--- src/rtl/rx_data_buffer.sv ---
// Receive-side byte FIFO for a USB function core, with a status FSM that tracks
// the DATA packet being captured and whether a complete packet is held.
module rx_data_buffer #(
    parameter int DEPTH = 64
) (
    input  logic                    clk,
    input  logic                    n_rst,
    input  logic [2:0]              rx_packet,
    input  logic                    store_rx_data,
    input  logic [7:0]              rx_data_in,
    input  logic                    get_rx_data,
    input  logic                    flush,
    output logic [7:0]              rx_data_out,
    output logic [$clog2(DEPTH):0]  occupancy,
    output logic                    rx_active,
    output logic                    rx_data_ready,
    output logic                    rx_error,
    output logic                    overflow
);
    localparam int              AW        = $clog2(DEPTH);
    localparam logic [AW:0]     FULL      = (AW+1)'(DEPTH);
    localparam logic [AW:0]     OCC_ONE   = (AW+1)'(1);
    localparam logic [AW-1:0]   PTR_ONE   = AW'(1);
    localparam logic [AW-1:0]   PTR_LAST  = AW'(DEPTH - 1);
    localparam logic [2:0]      PKT_IDLE  = 3'd0;
    localparam logic [2:0]      PKT_DATA0 = 3'd3;
    localparam logic [2:0]      PKT_DATA1 = 3'd4;
    localparam logic [2:0]      PKT_ERROR = 3'd7;

    typedef enum logic [1:0] {IDLE, RECEIVING, COMPLETE, ERROR} state_t;

    state_t        state;
    logic [7:0]    mem [DEPTH];
    logic [AW-1:0] wr_ptr;
    logic [AW-1:0] rd_ptr;
    logic [AW:0]   occ_next;
    logic          do_read;
    logic          do_write;
    logic          drop;

    function automatic logic [AW-1:0] next_ptr(input logic [AW-1:0] p);
        return (p == PTR_LAST) ? '0 : p + PTR_ONE;
    endfunction

    // A full FIFO still accepts a byte when a read frees a slot in the same cycle.
    assign do_read  = get_rx_data && (occupancy != '0);
    assign do_write = store_rx_data && (state == RECEIVING) && ((occupancy != FULL) || do_read);
    assign drop     = store_rx_data && (state == RECEIVING) && (occupancy == FULL) && !do_read;

    always_comb begin
        occ_next = occupancy;
        if (do_write && !do_read)
            occ_next = occupancy + OCC_ONE;
        else if (do_read && !do_write)
            occ_next = occupancy - OCC_ONE;
    end

    always_ff @(posedge clk or negedge n_rst) begin
        if (!n_rst) begin
            wr_ptr    <= '0;
            rd_ptr    <= '0;
            occupancy <= '0;
            overflow  <= 1'b0;
        end else if (flush) begin
            wr_ptr    <= '0;
            rd_ptr    <= '0;
            occupancy <= '0;
            overflow  <= 1'b0;
        end else begin
            if (do_write)
                wr_ptr <= next_ptr(wr_ptr);
            if (do_read)
                rd_ptr <= next_ptr(rd_ptr);
            occupancy <= occ_next;
            if (drop)
                overflow <= 1'b1;
        end
    end

    // Storage is deliberately left unreset; occupancy alone decides what is valid.
    always_ff @(posedge clk) begin
        if (do_write && !flush)
            mem[wr_ptr] <= rx_data_in;
    end

    always_ff @(posedge clk or negedge n_rst) begin
        if (!n_rst) begin
            state <= IDLE;
        end else if (flush) begin
            state <= IDLE;
        end else begin
            case (state)
                IDLE: begin
                    if (rx_packet == PKT_DATA0 || rx_packet == PKT_DATA1)
                        state <= RECEIVING;
                    else if (rx_packet == PKT_ERROR)
                        state <= ERROR;
                end
                RECEIVING: begin
                    if (rx_packet == PKT_IDLE)
                        state <= COMPLETE;
                    else if (rx_packet == PKT_ERROR)
                        state <= ERROR;
                end
                COMPLETE: begin
                    if (rx_packet == PKT_ERROR)
                        state <= ERROR;
                    else if (occ_next == '0)
                        state <= IDLE;
                end
                default: state <= ERROR;
            endcase
        end
    end

    assign rx_data_out   = (occupancy != '0) ? mem[rd_ptr] : 8'h00;
    assign rx_active     = (state == RECEIVING);
    assign rx_data_ready = (state == COMPLETE) && (occupancy != '0);
    assign rx_error      = (state == ERROR);

endmodule

--- config.mk ---
export PLATFORM = sky130hd
export DESIGN_NAME = rx_data_buffer
export DESIGN_NICKNAME = d
export VERILOG_FILES = /design/src/rtl/rx_data_buffer.sv
export SDC_FILE = /design/constraint.sdc
export NUM_CORES = 1
export LEC_CHECK = 0
export ABC_AREA = 1
export ABC_CLOCK_PERIOD_IN_PS = 3100
export BUFFER_PORTS_ARGS = -buffer_cell sky130_fd_sc_hd__buf_2
export CAP_MARGIN = 20
export CORE_ASPECT_RATIO = 0.8
export CORE_MARGIN = 1.5
export CORE_UTILIZATION = 55
export DETAILED_ROUTE_END_ITERATION = 7
export PLACE_DENSITY = 0.71
export SLEW_MARGIN = 0
export SYNTH_ARGS = -nofsm -noshare
export SYNTH_HDL_FRONTEND = slang
export SYNTH_SLANG_ARGS = --single-unit
--- constraint.sdc ---
create_clock -name clk -period 3.1 [get_ports clk]
set_input_delay 0.155 -clock clk [delete_from_list [all_inputs] [get_ports clk]]
set_output_delay 0.155 -clock clk [all_outputs]
set_load 0.01 [all_outputs]
Word level (Yosys, flattened, before mapping)
Memory sizes are Yosys's and may differ from the RTL's.
Cells that the tools add are included.
{"block": "word_totals", "register_bits": 22, "ram_bits": 512, "inputBits": 16, "output_inout_bits": 19, "elab_cells": 63, "mem_count": 1}
{"block": "classes", "add_sub_neg": 4, "eq_ne": 11, "muxes": 21, "n_reduce_logical": 21}
{"name": "mem", "words": 64, "word_bits": 8, "rd": 1, "rd_ports_with_merged_regs": 0, "write_ports": 1, "line": "33", "text": "logic [7:0] mem [DEPTH];"}
{"cell": "$mux W6", "count": 6}
{"cell": "$mux W7", "count": 3}
{"cell": "$add A6 B1 Y6 const B", "count": 2}
{"cell": "$eq A6 B6 Y1 const B", "count": 2}
{"cell": "$mux W2", "count": 6}
{"cell": "$logic_and A1 B1 Y1", "count": 9}
{"cell": "$mux W8", "count": 1}
{"cell": "$add A7 B1 Y7 const B", "count": 1}
{"cell": "$eq A7 B7 Y1 const B", "count": 1}
{"cell": "$logic_not A7 Y1", "count": 1}
{"cell": "$ne A7 B7 Y1 const B", "count": 1}
{"cell": "$reduce_bool A7 Y1", "count": 1}
{"cell": "$sub A7 B1 Y7 const B", "count": 1}
{"cell": "$eq A3 B3 Y1 const B", "count": 2}
{"cell": "$pmux W2 S3", "count": 1}
{"cell": "$reduce_bool A2 Y1", "count": 3}
{"cell": "$eq A2 B2 Y1 const B", "count": 2}
{"cell": "$mux W1", "count": 4}
{"cell": "$ne A4 B4 Y1 const B", "count": 1}
{"cell": "$eq A3 B2 Y1 const B", "count": 1}
{"cell": "$logic_not A1 Y1", "count": 3}
{"cell": "$logic_not A3 Y1", "count": 1}
{"cell": "$eq A2 B1 Y1 const B", "count": 1}
{"cell": "$logic_not A2 Y1", "count": 1}
{"cell": "$logic_or A1 B1 Y1", "count": 2}

Logic depth before layout (Yosys ltp)
{"block": "depth", "ltp_word": 13, "mapped_depth": 16, "ltp_nobuf": 15}

Worst setup path before layout
OpenSTA, ideal clock, no wires.
{"block": "synth_timing", "kind": "reg2reg", "start": "reg occupancy[0]", "end": "mem mem[10][0], enable pin", "setup_time_ps": 370, "t_arrival_ps": 2027, "t_required_ps": 2730, "setup_slack_ps": 703, "stages_incl_launch_ff": 12, "path_buffers": 0, "synth_period_minus_slack_ps": 2397, "cell_sequence": "dfrtp_1 -> inv_1 -> ha_1 -> nand2_4 -> nor2_4 -> inv_2 -> nand2_2 -> nor2_4 -> inv_2 -> nor2_4 -> nand3_1 -> nor2_1"}
{"block": "synth_via", "elab_chain_cells": 7, "elab_cells_between_ends": 8, "cone_classes": "eq/ne: 1; mux: 2; reduce/logical: 5"}
{"item": "from (decl)", "line": "14", "text": "output logic [$clog2(DEPTH):0] occupancy,"}
{"item": "from (signal assigned)", "line": "74", "text": "occupancy <= occ_next;"}
{"item": "$reduce_bool A7 Y1", "line": "46", "text": "assign do_read = get_rx_data && (occupancy != '0);"}
{"item": "$logic_and A1 B1 Y1", "line": "46"}
{"item": "$logic_or A1 B1 Y1 (*)", "line": "47", "text": "assign do_write = store_rx_data && (state == RECEIVING) && ((occupancy != FULL) || do_read);"}
{"item": "$logic_and A1 B1 Y1 (*)", "line": "47"}
{"item": "$logic_and A1 B1 Y1 (*)", "line": "82", "text": "if (do_write && !flush)"}
{"item": "$mux W1 (*)", "line": "82"}
{"item": "$mux W1 (implied by the code) (*)", "line": "83", "text": "mem[wr_ptr] <= rx_data_in;"}
{"item": "to (decl)", "line": "33"}
Mark *: on every way between the ends. The rest lies on a longest branch, timed or not.

Worst setup path after layout
{"block": "layout_timing", "start": "reg rd_ptr[0]", "end": "out rx_data_out[7]"}
{"block": "layout_via", "elab_chain_cells": 2}
{"item": "from (decl)", "line": "35", "text": "logic [AW-1:0] rd_ptr;"}
{"item": "from (signal assigned)", "line": "73", "text": "rd_ptr <= next_ptr(rd_ptr);"}
{"item": "$mem_v2 Z64 W8"}
{"item": "$mux W8", "line": "116", "text": "assign rx_data_out = (occupancy != '0) ? mem[rd_ptr] : 8'h00;"}
{"item": "to (decl)", "line": "13", "text": "output logic [7:0] rx_data_out,"}
No other way between the ends.

==> flow_metrics.tcl <==
set metrics [dict create \
    row_count 65 \
    mostFrequentLayoutCell "edfxtp_1" \
    syn_inst 1916 \
    hold_class "in2reg" \
    grt_pass1_vias 14700 \
    placedInstanceArea_um2 23500 \
    setup_viol 0 \
    synth_area_um2 22400 \
    vias 15500 \
    antennaDiodeCount 0 \
    setup.worst_path.end "rx_data_out[7]" \
    layout_common_cells "512 x edfxtp_1, 349 x nand2_1, 340 x nor2_1" \
    grt_usage_pct 27.1 \
    crit_fanout 43 \
    die_area_um2 41900 \
    max_stage_delay_ns 0.52 \
    finalCritPeriodShare_pct 97.7 \
    status "finished, final reports clean" \
    reg2reg_depth 11 \
    gp_congestion 0.902 \
    clockRootBuffer "clkbuf_16" \
    tightest_slew_ns 0.914 \
    slew_headroom_pct 39.1 \
    min_period_ns 3.03 \
    cp-start-kind "register" \
    wirelength_met1_mm 23.6 \
    final_net_count 2034 \
    fillers 2878 \
    yosys_warnings 0 \
    cts_sinks 534 \
    final_area_um2 25400 \
    ioPinCount 35 \
    cts_max_level 2 \
    cpMaxStageDelayCell "dfrtp_4" \
    skew_ns 0.0349 \
    path_cells "buf_12, clkinv_16, buf_16, nand2_1, nand3_1, nand2_1, a21oi_1, o31ai_1, nand3_1, nand3_1, a21oi_1, buf_2" \
    top_layer_used "met5" \
    clk_pin_slew_worst_paths_ns 0.06 \
    end_kind "output pin" \
    wl_per_cell_um 21.9 \
    wl_mm 56.9 \
    clk_latency_ns 0.59 \
    avgViaCountPerCell 5.98 \
    synth_top_area_share_pct 68.7 \
    core_region_area_um2 39800 \
    grt_overflow_total 0 \
    cts_tree "yes" \
    crit_top_cell "nand3_1" \
    path_class "reg2out" \
    grt_max_degree 83 \
    p_leak_uw 0.00898 \
    pre_cts_slack_ns 0.239 \
    yosys.area.top_type "edfxtp_1" \
    final_layout_size_suffix_gt1_share_pct 12.6 \
    worstReg2RegEnd "mem[43][6]" \
    drt_iter0_drc 2418 \
    path_buf_inv 4 \
    synth-seq-area-share_pct 71.2 \
    cp-startpoint "rd_ptr[0]" \
    initial_utilization_pct 56.3 \
    grt_pass1_wl_mm 86.2 \
    power_uw 18800 \
    crit_family "buffers and inverters" \
    fin_cells 2593 \
    firstDrtPassIters 7 \
    slew_viol_final 0 \
    ys_ff_latch 534 \
    synth_edf_count 512 \
    netlist_top_cells_area "edfxtp_1 69%, nand2_1 5.9%, nor2_1 5.7%" \
    area_delta_synth_final_pct 13.6 \
    arrival_ns 2.88 \
    antenna_found_initial 1 \
    dr_wl_met3_mm 6.17 \
    cts_buffers 51 \
    r2r_start "occupancy[0]" \
    rsz0062_at_grt "yes" \
    rrSetupSlack_ns 0.18 \
    ir_drop_mv 0.543 \
    hp-start "rx_packet[2]" \
    clk_path_buf_depth 3 \
    synth-async-reset-ratio_pct 4.12 \
    drv_cap 0 \
    die_y_um 183 \
    dp_hpwl_mm 32.8 \
    placed_cells 2482 \
    hold_viol 0 \
    required_ns 2.94 \
    powerDensity_nw_per_um2 740 \
    ys_types 40 \
    routed-wl-met2_mm 25.7 \
    path_depth 12 \
    max_freq_mhz 330 \
    final.setup.worst_slack_ns 0.0700 \
    synth_nets 1936 \
    die_x_um 229 \
    syn_avg_cell_area_um2 11.7 \
    synth_flop_cell "edfxtp_1" \
    post-route-util_pct 64.0 \
    postRouteAntennaNets 0 \
    io_buffer_count 34 \
    post-route-drc-count 0 \
]
==> worst register-to-register path: cells and delay by family, from the launching register on <==
kind	cells	cell delay (ns)
adder cells (fa/ha/maj)	1	0.30
AND/OR/NAND/NOR	7	1.60
flip-flops	1	0.41
buffers and inverters	3	0.27
==> where the power goes <==
group / internal [uW] / switching, uW / leakage [uW]
Combinational: 1560 / 3180 / 0.00329
Sequential: 7960 / 110 / 0.00490
Clock: 3390 / 2630 / 0.000788
Total: 12900 / 5920 / 0.00898
==> state kept, by name (all words and copies together), names as in the netlist <==
name       cells
mem          512
occupancy      7
overflow       1
rd_ptr         6
state          2
wr_ptr         6
==> layout make-up <==
class	count	area [um2]	area share, %
tap	536	671	2.64
clock buffer	69	1390	5.45
clock inverter	27	220	0.866
inverter	49	213	0.836
sequential	534	15900	62.6
multi-input combinational	1221	5670	22.3
timing repair buffer	157	1350	5.30
==> what timing repair did <==
action | in CTS | in global routing
gates resized for setup | 9 | 19
gates cloned | 2 | 2
hold endpoints to repair | 29 | 0
pin swaps | 1 | 4
setup endpoints to repair | 8 | 8
buffers inserted | 1 | 9
hold buffers | 2 | 0
==> kinds of logic (layout without fill, tap and decap cells) <==
kind of cell,after synthesis,after routing,synth area share [%]
compound gates,343,343,8.82
xor+xnor,5,5,0.196
fa+ha+maj,4,4,0.224
buf+inv,161,302,3.64
flops,534,534,71.2
simple gates,869,869,16.0
==> routing by layer <==
layer | up-vias | global-route usage [%]
li1 | 7000 | -
met1 | 7499 | 40.3
met2 | 883 | 40.9
met3 | 120 | 5.44
met4 | 2 | 7.44
met5 | - | 0
==> cell usage after synthesis (2+ instances only) <==
cell and number:
o31ai_1 31, nand2_2 4, o211ai_1 64, a21oi_1 77
edfxtp_1 512, o21ai_1 18, nor2_2 3, o22ai_1 2
buf_4 17, buf_8 2, nand4_1 3, nand2_1 349
inv_1 39, o21ai_0 145, xor2_1 4, nor3_1 2
clkbuf_1 35, dfrtp_1 22, nand3_1 156, buf_1 9
inv_2 8, nor2_4 6, nand2_4 2, nor2_1 340
buf_2 38, ha_1 4, clkinv_1 2, buf_6 10
==> worst min path at each step <==
stage                     slack [ns]  cells past startpoint           end
after floorplan                -0.14                      0  occupancy[0]
after global placement          0.15                      1  occupancy[6]
after detailed placement        0.17                      1  occupancy[3]
after CTS                       0.05                      5      state[0]
after global routing            0.08                      2    mem[44][7]
final                           0.07                      5      state[0]
==> per-stage QoR <==
| stage | hold WS, ns | TNS [ns] |
|---|---|---|
| 3_5_place_dp | 0.170 | 0 |
| 6_report | 0.0691 | 0 |
| 5_1_grt | 0.0827 | -0.0178 |
| 4_1_cts | 0.0475 | 0 |
| 2_1_floorplan | -0.141 | 0 |
| 3_3_place_gp | 0.155 | 0 |
(Power assumes the default switching activity.)
